File: config.mk
export PLATFORM = sky130hd
export DESIGN_NAME = ram_data_arbiter
export DESIGN_NICKNAME = d
export VERILOG_FILES = /design/src/rtl/ram_arb_pkg.sv /design/src/rtl/ram_arb_pick.sv /design/src/rtl/ram_data_arbiter.sv
export SDC_FILE = /design/constraint.sdc
export NUM_CORES = 1
export LEC_CHECK = 0
export ABC_AREA = 1
export CORE_AREA = 2 2 113 115
export DETAILED_ROUTE_END_ITERATION = 10
export DIE_AREA = 0 0 115 117
export HOLD_SLACK_MARGIN = 0.08
export PLACE_DENSITY = 0.72
export RECOVER_POWER = 100
export SLEW_MARGIN = 30
export SYNTH_ARGS = -nofsm -noshare
export SYNTH_HDL_FRONTEND = slang
export SYNTH_HIERARCHICAL = 1
export SYNTH_SLANG_ARGS = --single-unit
File: constraint.sdc
create_clock -name clk -period 1.4 [get_ports clk]
set_input_delay 0.14 -clock clk [delete_from_list [all_inputs] [get_ports clk]]
set_output_delay 0.14 -clock clk [all_outputs]
set_load 0.05 [all_outputs]
File: src/rtl/ram_arb_pkg.sv
// ============================================================================
// Module      : ram_arb_pkg
// Description : Shared types for the RAM data-port arbiter.
// Revision    : 1.0 - initial release
// ============================================================================
`default_nettype none

package ram_arb_pkg;

    typedef enum logic {
        OWN_M0 = 1'b0,
        OWN_M1 = 1'b1
    } owner_e;

    typedef struct packed {
        logic [3:0]  wen;
        logic [31:0] addr;
        logic [31:0] wdata;
    } mem_req_t;

    localparam int N_REQ = 2;

endpackage

`default_nettype wire

File: src/rtl/ram_arb_pick.sv
// ============================================================================
// Module      : ram_arb_pick
// Description : Combinational winner select for the two RAM data-port masters.
// Revision    : 1.0 - initial release
// ============================================================================
`default_nettype none

module ram_arb_pick
    import ram_arb_pkg::*;
#(
    parameter int STARVE_MAX = 7,
    parameter bit CPU_PRIO   = 1'b1,
    parameter int CNT_W      = 3
) (
    input  logic [N_REQ-1:0] req_i,
    input  owner_e           last_winner_i,
    input  logic [CNT_W-1:0] starve_cnt_i,
    output logic [N_REQ-1:0] gnt_o,
    output owner_e           winner_o
);

    logic w_prio_m1;
    logic w_rr_m1;
    logic w_pick_m1;

    // Contended case only: M1 wins under priority mode when starved, under
    // round-robin mode when M0 took the previous grant.
    assign w_prio_m1 = (starve_cnt_i == CNT_W'(STARVE_MAX));
    assign w_rr_m1   = (last_winner_i == OWN_M0);

    always_comb begin
        w_pick_m1 = 1'b0;
        if (req_i[1]) begin
            if (!req_i[0]) begin
                w_pick_m1 = 1'b1;
            end else begin
                w_pick_m1 = CPU_PRIO ? w_prio_m1 : w_rr_m1;
            end
        end
    end

    assign gnt_o    = {w_pick_m1, req_i[0] & ~w_pick_m1};
    assign winner_o = w_pick_m1 ? OWN_M1 : OWN_M0;

endmodule

`default_nettype wire

File: src/rtl/ram_data_arbiter.sv
// ============================================================================
// Module      : ram_data_arbiter
// Description : Shares the block-RAM data port between the CPU (M0) and the
//               boot loader / debug DMA (M1); routes read data to its owner.
// Revision    : 1.0 - initial release
// ============================================================================
`default_nettype none

module ram_data_arbiter
    import ram_arb_pkg::*;
#(
    parameter int ADDR_W     = 15,
    parameter int STARVE_MAX = 7,
    parameter bit CPU_PRIO   = 1'b1
) (
    input  logic              clk,
    input  logic              rst,

    input  logic              m0_req,
    input  logic [3:0]        m0_wen,
    input  logic [31:0]       m0_addr,
    input  logic [31:0]       m0_wdata,
    output logic              m0_gnt,
    output logic              m0_rvalid,
    output logic [31:0]       m0_rdata,

    input  logic              m1_req,
    input  logic [3:0]        m1_wen,
    input  logic [31:0]       m1_addr,
    input  logic [31:0]       m1_wdata,
    output logic              m1_gnt,
    output logic              m1_rvalid,
    output logic [31:0]       m1_rdata,

    output logic              ram_en,
    output logic [3:0]        ram_wen,
    output logic [ADDR_W-1:0] ram_addr,
    output logic [31:0]       ram_wdata,
    input  logic [31:0]       ram_rdata
);

    localparam int CNT_W = (STARVE_MAX < 1) ? 1 : $clog2(STARVE_MAX + 1);

    mem_req_t          w_req0;
    mem_req_t          w_req1;
    mem_req_t          w_sel;
    logic [N_REQ-1:0]  w_pick_gnt;
    logic [N_REQ-1:0]  w_gnt;
    logic              w_any;
    logic              w_is_read;
    owner_e            w_winner;
    logic              w_unused_addr_bits;

    owner_e            last_winner_q, last_winner_d;
    logic [CNT_W-1:0]  starve_cnt_q,  starve_cnt_d;

    logic              ram_en_q;
    logic [3:0]        ram_wen_q;
    logic [ADDR_W-1:0] ram_addr_q;
    logic [31:0]       ram_wdata_q;

    // Shadow pipe: s1 lines up with ram_*, s2 with ram_rdata.
    logic              s1_rd_q, s2_rd_q;
    owner_e            s1_own_q, s2_own_q;

    assign w_req0 = '{wen: m0_wen, addr: m0_addr, wdata: m0_wdata};
    assign w_req1 = '{wen: m1_wen, addr: m1_addr, wdata: m1_wdata};

    ram_arb_pick #(
        .STARVE_MAX (STARVE_MAX),
        .CPU_PRIO   (CPU_PRIO),
        .CNT_W      (CNT_W)
    ) u_pick (
        .req_i         ({m1_req, m0_req}),
        .last_winner_i (last_winner_q),
        .starve_cnt_i  (starve_cnt_q),
        .gnt_o         (w_pick_gnt),
        .winner_o      (w_winner)
    );

    // No grant is offered while reset is held, so nothing can be accepted and lost.
    assign w_gnt     = w_pick_gnt & {N_REQ{rst}};
    assign w_any     = |w_gnt;
    assign w_sel     = w_gnt[1] ? w_req1 : w_req0;
    assign w_is_read = (w_sel.wen == 4'b0000);

    assign w_unused_addr_bits = ^{w_sel.addr[31:ADDR_W+2], w_sel.addr[1:0]};

    assign last_winner_d = w_any ? w_winner : last_winner_q;

    always_comb begin
        starve_cnt_d = starve_cnt_q;
        if (!m1_req || w_gnt[1]) begin
            starve_cnt_d = '0;
        end else if (w_gnt[0] && (starve_cnt_q != CNT_W'(STARVE_MAX))) begin
            starve_cnt_d = starve_cnt_q + CNT_W'(1);
        end
    end

    always_ff @(posedge clk or negedge rst) begin
        if (!rst) begin
            ram_en_q      <= 1'b0;
            ram_wen_q     <= 4'b0000;
            ram_addr_q    <= '0;
            ram_wdata_q   <= '0;
            s1_rd_q       <= 1'b0;
            s1_own_q      <= OWN_M0;
            s2_rd_q       <= 1'b0;
            s2_own_q      <= OWN_M0;
            last_winner_q <= OWN_M1;
            starve_cnt_q  <= '0;
        end else begin
            ram_en_q  <= w_any;
            ram_wen_q <= w_any ? w_sel.wen : 4'b0000;
            if (w_any) begin
                ram_addr_q  <= w_sel.addr[ADDR_W+1:2];
                ram_wdata_q <= w_sel.wdata;
            end
            s1_rd_q       <= w_any & w_is_read;
            s1_own_q      <= w_winner;
            s2_rd_q       <= s1_rd_q;
            s2_own_q      <= s1_own_q;
            last_winner_q <= last_winner_d;
            starve_cnt_q  <= starve_cnt_d;
        end
    end

    assign m0_gnt    = w_gnt[0];
    assign m1_gnt    = w_gnt[1];

    assign ram_en    = ram_en_q;
    assign ram_wen   = ram_wen_q;
    assign ram_addr  = ram_addr_q;
    assign ram_wdata = ram_wdata_q;

    assign m0_rvalid = s2_rd_q & (s2_own_q == OWN_M0);
    assign m1_rvalid = s2_rd_q & (s2_own_q == OWN_M1);
    assign m0_rdata  = m0_rvalid ? ram_rdata : 32'h0;
    assign m1_rdata  = m1_rvalid ? ram_rdata : 32'h0;

endmodule

`default_nettype wire
==> impl_metrics.env <==
export IMPL_grt_first_pass_wirelength_um=21040
export IMPL_grt_overflow_total=0
export IMPL_post_synth_inst_count=427
export IMPL_drt_drc_violations_left=0
export IMPL_drv_max_cap_violation_count=0
export IMPL_reg2reg_from="starve_cnt_q[1]"
export IMPL_worstHoldPathType="in2reg"
export IMPL_post_route_min_period_ns=1.605
export IMPL_timing_worst_slew_pin_value_ns=0.5505
export IMPL_dieArea_um2=13460
export IMPL_clk_latency_ns=0.33
export IMPL_failed_checks="setup timing"
export IMPL_placed_cells=824
export IMPL_syn_avg_cell_area_um2=7.578
export IMPL_dr_pass1_iters=4
export IMPL_slew_viol_final=0
export IMPL_first_global_vias=4094
export IMPL_placementRows=41
export IMPL_routed_via_density=4.731
export IMPL_grt_start_max_net_pins=52
export IMPL_final_hold_viol_count=0
export IMPL_clockRootBuffer="clkbuf_16"
export IMPL_synth_cell_area_um2=3236
export IMPL_cts_path_max_buffers=2
export IMPL_detailedRoute_firstIterationViolations=164
export IMPL_synth_fp_nets=601
export IMPL_port_buffer_count=257
export IMPL_hp_start="rst"
export IMPL_ir_worst_vdd_mv=0.5155
export IMPL_ys_warnings_count=6
export IMPL_crit_fanout=33
export IMPL_layout_setup_ws_ns=-0.2046
export IMPL_ios=292
export IMPL_timing_fmax_mhz=623.2
export IMPL_area_growth_syn_to_layout_pct=143.9
export IMPL_drt_wirelength_per_cell_um=17.36
export IMPL_initial_core_util=0.2628
export IMPL_layout_drive_gt1_share=0.4543
export IMPL_clkSinkCount=59
export IMPL_timing_final_crit_share=1.146
export IMPL_slew_limit_headroom=0.6330
export IMPL_critPathRequiredTime_ns=1.26
export IMPL_worst_setup_path_startpoint="s2_own_q"
export IMPL_leakage_nw=3.450
export IMPL_grt_setup_unrepaired="yes"
export IMPL_cp_arrival_ns=1.46
export IMPL_critical_path_n_buffers_inverters=2
export IMPL_dr_total_vias=4078
export IMPL_cts_htree_levels=3
export IMPL_multi_input_comb_area_um2=1938
export IMPL_filler_cell_count=963
export IMPL_crit_slowest_cell="dfrtp_1"
export IMPL_worstSetupEndpointType="primary output"
export IMPL_outcome="complete, but fails checks"
export IMPL_cpMostUsedCell="buf_12"
export IMPL_fin_nets=880
export IMPL_sequential_cell_area_um2=1479
export IMPL_initial_antenna_violation_count=1
export IMPL_cp_start_kind="register"
export IMPL_place_hpwl_um=10210
export IMPL_finalPower_w=0.007223
export IMPL_ant_nets=0
export IMPL_grt_use_total=0.2031
export IMPL_stdcell_count=862
export IMPL_fp_dieW_um=115
export IMPL_critical_path_max_stage_delay_ns=0.38
export IMPL_clk_transition_reported_paths_ns=0.05
export IMPL_critPathTopFamily="flip-flops"
export IMPL_gpl_final_weighted_congestion=0.9065
export IMPL_setup_viol_count_final=122
export IMPL_dieHeight_um=117
export IMPL_cts_buffers=9
export IMPL_fin_skew_ns=0.004497
export IMPL_core_area_um2=12310
export IMPL_setup_reg_to_reg_worst_slack_ns=-0.19
export IMPL_power_density_nw_per_um2=915.1
export IMPL_path_cells="nand2_1 -> buf_12 -> nor2_1 -> buf_12"
export IMPL_routed_wl_um=14960
export IMPL_cts_tree="built"
export IMPL_worst_setup_path_type="reg2out"
## power by group
group	leakage, nW	switching [W]	internal [W]
logic	2.56	0.00152	0.00118
registers	0.731	0.000178	0.00193
clock network	0.155	0.000811	0.00160
total	3.45	0.00251	0.00471
## state kept, by name, summed over array words and instances, names as in the netlist
signal / count
ram_wdata: 32
s2_own_q: 1
s1_rd_q: 1
ram_wen: 4
s2_rd_q: 1
starve_cnt_q: 3
ram_addr: 15
ram_en: 1
s1_own_q: 1
## layout make-up
cell class / count / share of cell area
antenna: 1 / 0.0003171
timing repair inverter: 1 / 0.001427
multi-input combinational: 294 / 0.2456
sequential: 59 / 0.1874
tap: 150 / 0.02378
timing repair buffer: 294 / 0.4730
inverter: 47 / 0.02695
clock buffer: 10 / 0.03028
clock inverter: 6 / 0.01126
## layer usage
layer / wire (um) / global-route usage / vias to the layer above
met5: 0 / 0 / -
met4: 379 / 0.1036 / 0
met3: 1082 / 0.06025 / 27
met2: 8095 / 0.3584 / 184
met1: 5405 / 0.2225 / 1973
li1: - / - / 1894
## cells in the final DEF (no fill, tap or decap), types with 4 or more instances in the layout
cell	count
dfrtp_1	57
buf_4	44
nor2_2	21
nor2_4	42
o21ai_1	42
buf_16	4
o21ai_2	53
buf_8	21
nand2_2	16
nor2_1	57
inv_1	41
buf_12	63
clkdlybuf4s50_1	136
clkbuf_16	15
nand3_1	4
nand2_1	47
buf_6	16
## worst paths after layout
kind	to	depth (start not counted)
setup / recovery	m1_rdata[11]	4
hold / removal	ram_wen[2]	4
setup reg to reg	ram_wdata[7]	8
hold reg to reg	s2_own_q	0
max in group asynchronous	starve_cnt_q[2]	3
min in group asynchronous	ram_wdata[24]	2
## repair_timing
item	in CTS	in global routing
cloned	3	9
pin swaps	7	30
gates resized for setup	87	84
endpoints found under the setup margin	122	124
hold buffers	1	0
endpoints found under the hold margin	59	0
buffers inserted	6	2
## worst register-to-register path, delay by kind of cell, from the launching register on
| kind | cells | cell delay [ns] |
|---|---|---|
| DFF | 1 | 0.40 |
| buffers and inverters | 2 | 0.37 |
| AOI/OAI and AO/OA | 3 | 0.40 |
| and+or+nand+nor | 3 | 0.35 |
## metrics by stage
| stage | setup TNS, ns | util | instance area, um^2 | hold WS (ns) | setup slack [ns] |
|---|---|---|---|---|---|
| after floorplan | -5.316 | - | 3566 | -0.1556 | -0.1036 |
| after global placement | -14.06 | 0.5379 | 6623 | -0.02140 | -0.3053 |
| after detailed placement | -17.13 | 0.5379 | 6623 | -0.02039 | -0.3397 |
| after CTS | -17.44 | 0.6007 | 7396 | 0.2105 | -0.1835 |
| after global routing | -24.62 | 0.6411 | 7893 | 0.2617 | -0.2760 |
| final | -16.28 | 0.6411 | 7893 | 0.2309 | -0.2046 |
Note: power is estimated with default switching activity, not from simulation.
==> patch: new RTL, config.mk and constraints unchanged <==
`STARVE_MAX` is set to 7 in 2 places; all go to 14.
--- a/src/rtl/ram_arb_pick.sv
+++ b/src/rtl/ram_arb_pick.sv
@@ -8,7 +8,7 @@
 module ram_arb_pick
     import ram_arb_pkg::*;
 #(
-    parameter int STARVE_MAX = 7,
+    parameter int STARVE_MAX = 14,
     parameter bit CPU_PRIO   = 1'b1,
     parameter int CNT_W      = 3
 ) (
--- a/src/rtl/ram_data_arbiter.sv
+++ b/src/rtl/ram_data_arbiter.sv
@@ -10,7 +10,7 @@
     import ram_arb_pkg::*;
 #(
     parameter int ADDR_W     = 15,
-    parameter int STARVE_MAX = 7,
+    parameter int STARVE_MAX = 14,
     parameter bit CPU_PRIO   = 1'b1
 ) (
     input  logic              clk,
Check against the original RTL: not equivalent (Yosys sat finds a counterexample within 10 cycles, from zero or initial values and one cycle with rst low).
==> patch against the original RTL <==
  * Count of clock-buffer cells in the layout grew 4
  * Power shrank 7.1%
  * The flow still finishes with violations (negative setup slack)
  * Die area is the same
  * Final area grew 0.44%
  * Worst setup slack lost 0.19 ns
  * Sequential power is essentially flat
  * Critical endpoint is now ram_wdata[18]$_DFFE_PN0P_
  * Clock power shrank 13%
  * Hold slack lost 0.15 ns
  * Largest power group unchanged
  * Sequential cell count grew 1
  * Wire length grew 11%
  * Highest routed layer unchanged
  * Synthesized area shrank 2.0%
  * Sequential share of layout area grew 0.22 points
==> patch: results (changes against the original RTL) <==
status: "finished, violations left"  # unchanged
violations: "negative setup slack"  # unchanged
wirelength_mm: 16.6  # was 15.0 mm
clk_latency_ns: 0.32
ctsHoldBuffers: 1  # unchanged
crit_arrival_ns: 2.00  # was 1.46 ns
largest_reg_flops: 32  # unchanged
antenna_found_initial: 1  # unchanged
drtIter0Drc: 170  # was 164
leakage_uw: 0.00351  # was 0.00345 µW
seqPwrFrac: 0.314  # was 0.292
crit_path_start: "starve_cnt_q[0]$_DFFE_PN0P_"  # was s2_own_q$_DFF_PN0_
clk_pin_slew_ns: 0.05  # about the same
hold_ws_ns: 0.0819  # was 0.231 ns
holdCritPathClass: "in -> async"  # was in -> reg
setup_viol: 124  # was 122
cts-root-buf: "clkbuf_16"  # unchanged
h-tree-depth: 3  # unchanged
crit_path_end: "ram_wdata[18]$_DFFE_PN0P_"  # was m1_rdata[11]
dpl.hpwl_mm: 10.4  # was 10.2 mm
nets: 914  # was 880
place_ws_ns: -0.287  # was -0.340 ns
yosys_warnings: 6  # unchanged
via_per_inst: 4.79  # was 4.73
tns_ns: -33.19  # was -16.28 ns
ff2ff_path_depth: 11  # was 8
power_switching_uw: 2450  # was 2510 µW
syn_nets: 616  # was 601
fill_cells: 989  # was 963
grt_max_degree: 56  # was 52
fin_ws_ns: -0.399  # was -0.205 ns
groute.usage.overall: 0.234  # was 0.203
grt_pass1_wl_mm: 24.1  # was 21.0 mm
cts-resized-gates: 159  # was 87
grt_pass1_vias: 4506  # was 4094
placed_cells: 845  # was 824
wire_per_inst_um: 18.5  # was 17.4 µm
first_pass_iters: 4  # unchanged
ir_drop_v: 0.000480  # was 0.000516 V
slowest_stage: "dfrtp_1"  # unchanged
place_congestion: 0.788  # was 0.907
crit_path_max_fanout: 8  # was 33
relSlewSlack: 0.527  # was 0.633
max_stage_delay_ns: 0.39
finalClockSkew_ns: 0.00665  # was 0.00450 ns
powerComb_uw: 2500  # was 2700 µW
placedInstanceArea_mm2: 0.00659  # was 0.00662 mm²
cts_setup_buffers: 23  # was 6
p_total_uw: 6710  # was 7220 µW
drive_gt1_frac: 0.418  # was 0.454
numPortBuffers: 257  # unchanged
cts_buffers: 9  # unchanged
clk_path_buf_depth: 2  # unchanged
avgSynthCellArea_um2: 7.17  # was 7.58 µm²
## patch: critical path: cells and delay by family, from the launching register on
family          cells  cell delay, ns
simple gates        5            0.46
buf+inv             4            0.55
compound gates      2            0.27
flops               1            0.39
## patch: per-layer routing
| metal | global-route usage | part of all wire | routed length (µm) |
|---|---|---|---|
| met3 | 0.0469 | 0.061 | 1000 |
| met4 | 0.0876 | 0.016 | 268 |
| met5 | 0 | 0 | 0 |
| met2 | 0.456 | 0.56 | 9280 |
| met1 | 0.250 | 0.36 | 6010 |
## patch: cell type report
| cell class | instances | area, µm² | area share |
|---|---|---|---|
| well taps | 150 | 188 | 0.0237 |
| clock buffers | 14 | 284 | 0.0358 |
| multi-input cells | 302 | 2020 | 0.254 |
| repair buffers | 315 | 3690 | 0.466 |
| inverters | 52 | 233 | 0.0294 |
| flip-flops and latches | 60 | 1500 | 0.190 |
| clock inverters | 1 | 5.00 | 0.000631 |
| diodes | 2 | 5.00 | 0.000631 |
